[config.mk]
export PLATFORM = sky130hd
export DESIGN_NAME = sy_ppl_btb_upd_q
export DESIGN_NICKNAME = d
export VERILOG_FILES = /design/src/rtl/sy_pkg.sv /design/src/rtl/sy_ppl_btb_upd_q.sv
export SDC_FILE = /design/constraint.sdc
export NUM_CORES = 1
export LEC_CHECK = 0
export CAP_MARGIN = 20
export CORE_MARGIN = 2
export CORE_UTILIZATION = 34
export CTS_BUF_LIST = sky130_fd_sc_hd__clkbuf_16
export DETAILED_ROUTE_END_ITERATION = 12
export GPL_TIMING_DRIVEN = 0
export PLACE_DENSITY_LB_ADDON = 0.2
export SETUP_SLACK_MARGIN = 0.4
export SLEW_MARGIN = 0
export SYNTH_ARGS = -nofsm -noshare
export SYNTH_HDL_FRONTEND = slang
export SYNTH_SLANG_ARGS = --single-unit
[constraint.sdc]
create_clock -name clk_i -period 16.4 [get_ports clk_i]
set_input_delay 3.28 -clock clk_i [delete_from_list [all_inputs] [get_ports clk_i]]
set_output_delay 3.28 -clock clk_i [all_outputs]
set_load 0.01 [all_outputs]
[src/rtl/sy_pkg.sv]
// Shared types and constants for the fetch-side BTB and its retire-side update port.
package sy_pkg;

    localparam int unsigned AWTH          = 32;
    localparam int unsigned BTB_INDEX_LSB = 4;

    typedef struct packed {
        logic            vld;
        logic [AWTH-1:0] pc;
        logic [AWTH-1:0] target_address;
    } btb_update_t;

    typedef struct packed {
        logic [AWTH-1:0] pc;
        logic            taken;
        logic [AWTH-1:0] target;
        logic            pred_vld;
        logic [AWTH-1:0] pred_target;
    } btb_resolve_t;

    // A BTB write is only useful for a taken branch the BTB missed or mispredicted.
    function automatic logic btb_needs_update(btb_resolve_t r);
        return r.taken & (~r.pred_vld | (r.pred_target != r.target));
    endfunction

endpackage

[src/rtl/sy_ppl_btb_upd_q.sv]
// Retire-side BTB update queue: filters useless updates, coalesces same-index writes at the
// tail, and drains one update per cycle into the BTB write port.
module sy_ppl_btb_upd_q
    import sy_pkg::*;
#(
    parameter int unsigned DEPTH       = 4,
    parameter int unsigned BTB_ENTRIES = 512,
    parameter int unsigned CNT_WTH     = 16
) (
    input  logic               clk_i,
    input  logic               rst_i,
    input  logic               btb_flush_i,
    input  logic               res_vld_i,
    output logic               res_rdy_o,
    input  logic [AWTH-1:0]    res_pc_i,
    input  logic               res_taken_i,
    input  logic [AWTH-1:0]    res_target_i,
    input  logic               res_pred_vld_i,
    input  logic [AWTH-1:0]    res_pred_target_i,
    input  logic               btb_wr_stall_i,
    output btb_update_t        btb_update_o,
    output logic [31:0]        upd_cnt_o,
    output logic [CNT_WTH-1:0] drop_cnt_o
);

    localparam int unsigned PtrW   = $clog2(DEPTH);
    localparam int unsigned CntW   = PtrW + 1;
    localparam int unsigned IdxW   = $clog2(BTB_ENTRIES);
    localparam int unsigned DropSW = CNT_WTH + 1;

    function automatic logic [IdxW-1:0] btb_idx(logic [AWTH-1:0] pc);
        return pc[BTB_INDEX_LSB +: IdxW];
    endfunction

    logic [AWTH-1:0]    mem_pc_q  [DEPTH];
    logic [AWTH-1:0]    mem_tgt_q [DEPTH];
    logic [PtrW-1:0]    wr_ptr_q, wr_ptr_d, rd_ptr_q, rd_ptr_d, tail_ptr;
    logic [CntW-1:0]    count_q, count_d;
    btb_update_t        upd_q, upd_d;
    logic [31:0]        upd_cnt_q, upd_cnt_d;
    logic [CNT_WTH-1:0] drop_cnt_q, drop_cnt_d;
    logic [DropSW-1:0]  drop_sum;

    btb_resolve_t res;
    logic         full, accept, need, pop, tail_hit, coalesce, push;

    always_comb begin
        res = '{pc: res_pc_i, taken: res_taken_i, target: res_target_i,
                pred_vld: res_pred_vld_i, pred_target: res_pred_target_i};
        need      = btb_needs_update(res);
        full      = count_q == CntW'(DEPTH);
        res_rdy_o = ~full & ~btb_flush_i;
        accept    = res_vld_i & res_rdy_o;
        pop       = (count_q != '0) & ~btb_wr_stall_i & ~btb_flush_i;
        tail_ptr  = wr_ptr_q - 1'b1;
        tail_hit  = btb_idx(mem_pc_q[tail_ptr]) == btb_idx(res_pc_i);
        // The tail can only be rewritten if it is not leaving the queue this cycle.
        coalesce  = accept & need & (count_q != '0) & tail_hit
                    & ((count_q >= CntW'(2)) | ~pop);
        push      = accept & need & ~coalesce;

        wr_ptr_d  = wr_ptr_q + PtrW'(push);
        rd_ptr_d  = rd_ptr_q + PtrW'(pop);
        count_d   = count_q + CntW'(push) - CntW'(pop);

        upd_d     = upd_q;
        upd_d.vld = pop;
        if (pop) begin
            upd_d.pc             = mem_pc_q[rd_ptr_q];
            upd_d.target_address = mem_tgt_q[rd_ptr_q];
        end

        upd_cnt_d  = (pop && upd_cnt_q != '1) ? upd_cnt_q + 32'd1 : upd_cnt_q;
        drop_sum   = {1'b0, drop_cnt_q} + DropSW'(count_q);
        drop_cnt_d = drop_sum[CNT_WTH] ? '1 : drop_sum[CNT_WTH-1:0];
    end

    always_ff @(posedge clk_i) begin
        if (rst_i) begin
            wr_ptr_q   <= '0;
            rd_ptr_q   <= '0;
            count_q    <= '0;
            upd_q      <= '0;
            upd_cnt_q  <= '0;
            drop_cnt_q <= '0;
        end else if (btb_flush_i) begin
            wr_ptr_q   <= '0;
            rd_ptr_q   <= '0;
            count_q    <= '0;
            upd_q.vld  <= 1'b0;
            drop_cnt_q <= drop_cnt_d;
        end else begin
            if (push) begin
                mem_pc_q[wr_ptr_q]  <= res_pc_i;
                mem_tgt_q[wr_ptr_q] <= res_target_i;
            end
            if (coalesce) begin
                mem_pc_q[tail_ptr]  <= res_pc_i;
                mem_tgt_q[tail_ptr] <= res_target_i;
            end
            wr_ptr_q  <= wr_ptr_d;
            rd_ptr_q  <= rd_ptr_d;
            count_q   <= count_d;
            upd_q     <= upd_d;
            upd_cnt_q <= upd_cnt_d;
        end
    end

    assign btb_update_o = upd_q;
    assign upd_cnt_o    = upd_cnt_q;
    assign drop_cnt_o   = drop_cnt_q;

endmodule

==> impl_metrics.toml <==
[layout]
stdcell_count = 1913
drive_above_1_share = 0.123
areaGrowthSynthToFinish_pct = 30.2
final_core_util = 0.450
n_fill_cell = 3899
finalInstanceArea_um2 = 19400
num-nets-final = 1407

[worst_setup_path]
cp-start-kind = "input pin"
crit_path_end_kind = "output pin"
slowest_delay_ps = 590
arrival_ps = 4240
cp.required_ps = 13120
crit_chain = "buf_6 -> a21oi_1 -> clkdlybuf4s50_1"
critPathSlowestCell = "clkdlybuf4s50_1"
worstPathMaxFanout = 10
crit_type = "input pin to output pin"

[power]
ir_worst_vdd_v = 0.0000713
total_power_mw = 1.95
p_leak_nw = 6.10
p_per_area_nw_per_um2 = 100

[timing]
setup-tns-final_ps = 0
finalCriticalPeriod_ps = 7520
finalSetupViolations = 0
relSlewSlack = 0.287
max_freq_ghz = 0.133
rsz0062_at_grt = "false"
holdWs_ps = 452
final_hold_viol_count = 0
worst_pin_slew_ps = 1060
clock_skew_ps = 18.7
maxSlewViolCount = 0
fin_crit_sh = 0.458
setup_ws_ps = 8880

[place]
finalWeightedCongestion = 0.781
io_buffer_count = 215
dp_hpwl_mm = 26.3
dpl_cell_area_um2 = 18200
post-place-cells = 1834
preCtsSetupSlack_ps = 8750

[synthesis]
yosysWarnings = 0
syn-num-nets = 1135
syn_area_um2 = 14900
synth_flop_cell = "edfxtp_1"
postSynthAreaPerCell_um2 = 14.6
yosysUniqueCellTypes = 51
synth-seq-area-share = 0.675
synth-edff-count = 256
ys_seq_elements = 376
synthArstFlopShare = 0
netlist_instances = 1021

[route]
vias = 9356
drt-wirelength-per-cell_um = 19.6
ant_nets = 0
drc = 0
drt_wl_total_mm = 37.4
viasPerCell = 4.89
drt-initial-drc-count = 601
drt_pass1_iterations = 5

[grt]
grt_pass1_wl_mm = 56.7
grt_usage = 0.167
grt_overflow_total = 0
antenna_found_initial = 1
grt_pass1_vias = 9547
grt_max_degree = 20

[worst_hold_path]
hold_path_class = "flop to flop"

[clock_tree]
clockBufferDepth = 3
cts_tree = "yes"
clk_latency_ps = 550
clock-root-buffer = "clkbuf_16"
cts-htree-levels = 2
cts_sinks = 376
hold_buffers = 0
post_cts_buffers = 0
cts_buffers = 41
clkSlewWorstSetupHoldPaths_ps = 50
cts_resized = 0

[run]
drv_cap = 0

[die]
fp.dieW_um = 214
dieHeight_um = 214
fp-row-count = 76
die_area_um2 = 45600
core_area_um2 = 43300
start_util = 0.345
io_pins = 217

[run_status]
status = "complete, no violations"
-- path summary, 6_finish.rpt --
check	start	end	slack, ps	cells past startpoint
worst min register to register	btb_update_o[63]$_SDFFE_PP0P_	btb_update_o[63]$_SDFFE_PP0P_	450	2
worst max-delay path	btb_flush_i	res_rdy_o	8880	3
worst min-delay path	btb_update_o[63]$_SDFFE_PP0P_	btb_update_o[63]$_SDFFE_PP0P_	450	2
worst max register to register	wr_ptr_q[0]$_SDFF_PP0_	mem_tgt_q[2][10]$_DFFE_PP_	12470	10
-- kinds of logic (layout without fill, tap and decap cells) --
family,count (synthesis),in the layout,synth area share
adders and majority gates,11,11,0.0102
other,0,2,0
AOI/OAI and AO/OA,139,139,0.0525
DFF,376,376,0.675
xor gates and xnor gates,59,59,0.0346
buffers and inverters,67,372,0.0186
and+or+nand+nor,284,284,0.0901
muxes,85,85,0.118
-- layout make-up --
type,instances,area [µm²],area share
Tap cell,585,732,0.0376
Antenna cell,2,5.00,0.000257
Clock inverter,35,221,0.0114
Multi-Input combinational cell,578,4620,0.238
Sequential cell,376,10100,0.519
Inverter,15,56.3,0.00290
Buffer,52,221,0.0114
Clock buffer,41,1030,0.0528
Timing Repair Buffer,229,2480,0.127
-- routing by layer --
metal | wire [µm] | GRT usage | vias to the layer above
li1 | - | - | 4422
met1 | 16400 | 0.218 | 4694
met2 | 18200 | 0.278 | 192
met3 | 2150 | 0.0414 | 46
met4 | 648 | 0.0460 | 2
met5 | 13 | 0 | -
-- sequential cells by signal (all words and copies together), names as in the netlist --
register and flops:
rd_ptr_q 2, btb_update_o 65, mem_tgt_q 128, wr_ptr_q 2, mem_pc_q 128, drop_cnt_o 16
count_q 3, upd_cnt_o 32
-- worst max-delay path, delay by kind of cell --
| kind | cells | cell delay [ps] |
|---|---|---|
| compound gates | 1 | 240 |
| buf+inv | 2 | 710 |
-- cell usage in the layout (no fill, tap or decap), types with 12 or more instances in the layout --
cell	instances
a21oi_1	92
clkbuf_1	36
clkbuf_16	41
clkdlybuf4s50_1	215
dfxtp_1	120
edfxtp_1	256
inv_1	29
mux4_2	73
nand2_1	147
nand3_1	12
nand4_1	17
nor2_1	29
nor3_1	13
o21ai_0	19
or3_1	18
xnor2_1	33
xor2_1	26
-- where the power goes --
group,internal (mW),switching (mW)
combinational,0.0394,0.0394
sequential,1.02,0.00254
clock,0.487,0.360
-- synthesized netlist by cell type, drive strengths merged, types with 2 or more instances --
library cell,count,share of area
a211oi,4,0.0020
a21o,2,0.0010
a21oi,92,0.031
a31oi,3,0.0013
a41oi,3,0.0018
and2,6,0.0025
and3,7,0.0029
and4,5,0.0029
buf,16,0.0058
clkbuf,36,0.0090
dfxtp,120,0.16
edfxtp,256,0.51
fa,2,0.0027
ha,9,0.0075
inv,15,0.0038
mux2,4,0.0030
mux2i,8,0.0054
mux4,73,0.11
nand2,147,0.037
nand3,12,0.0040
nand4,18,0.0080
nor2,29,0.0073
nor2b,7,0.0029
nor3,13,0.0044
nor4,11,0.0050
o211ai,4,0.0023
o21ai,19,0.0064
o311ai,3,0.0018
o31ai,4,0.0023
or2,2,0.00084
or3,18,0.0075
or4,6,0.0033
xnor2,33,0.019
xor2,26,0.015
No activity file was read; power rests on OpenSTA's default activity.
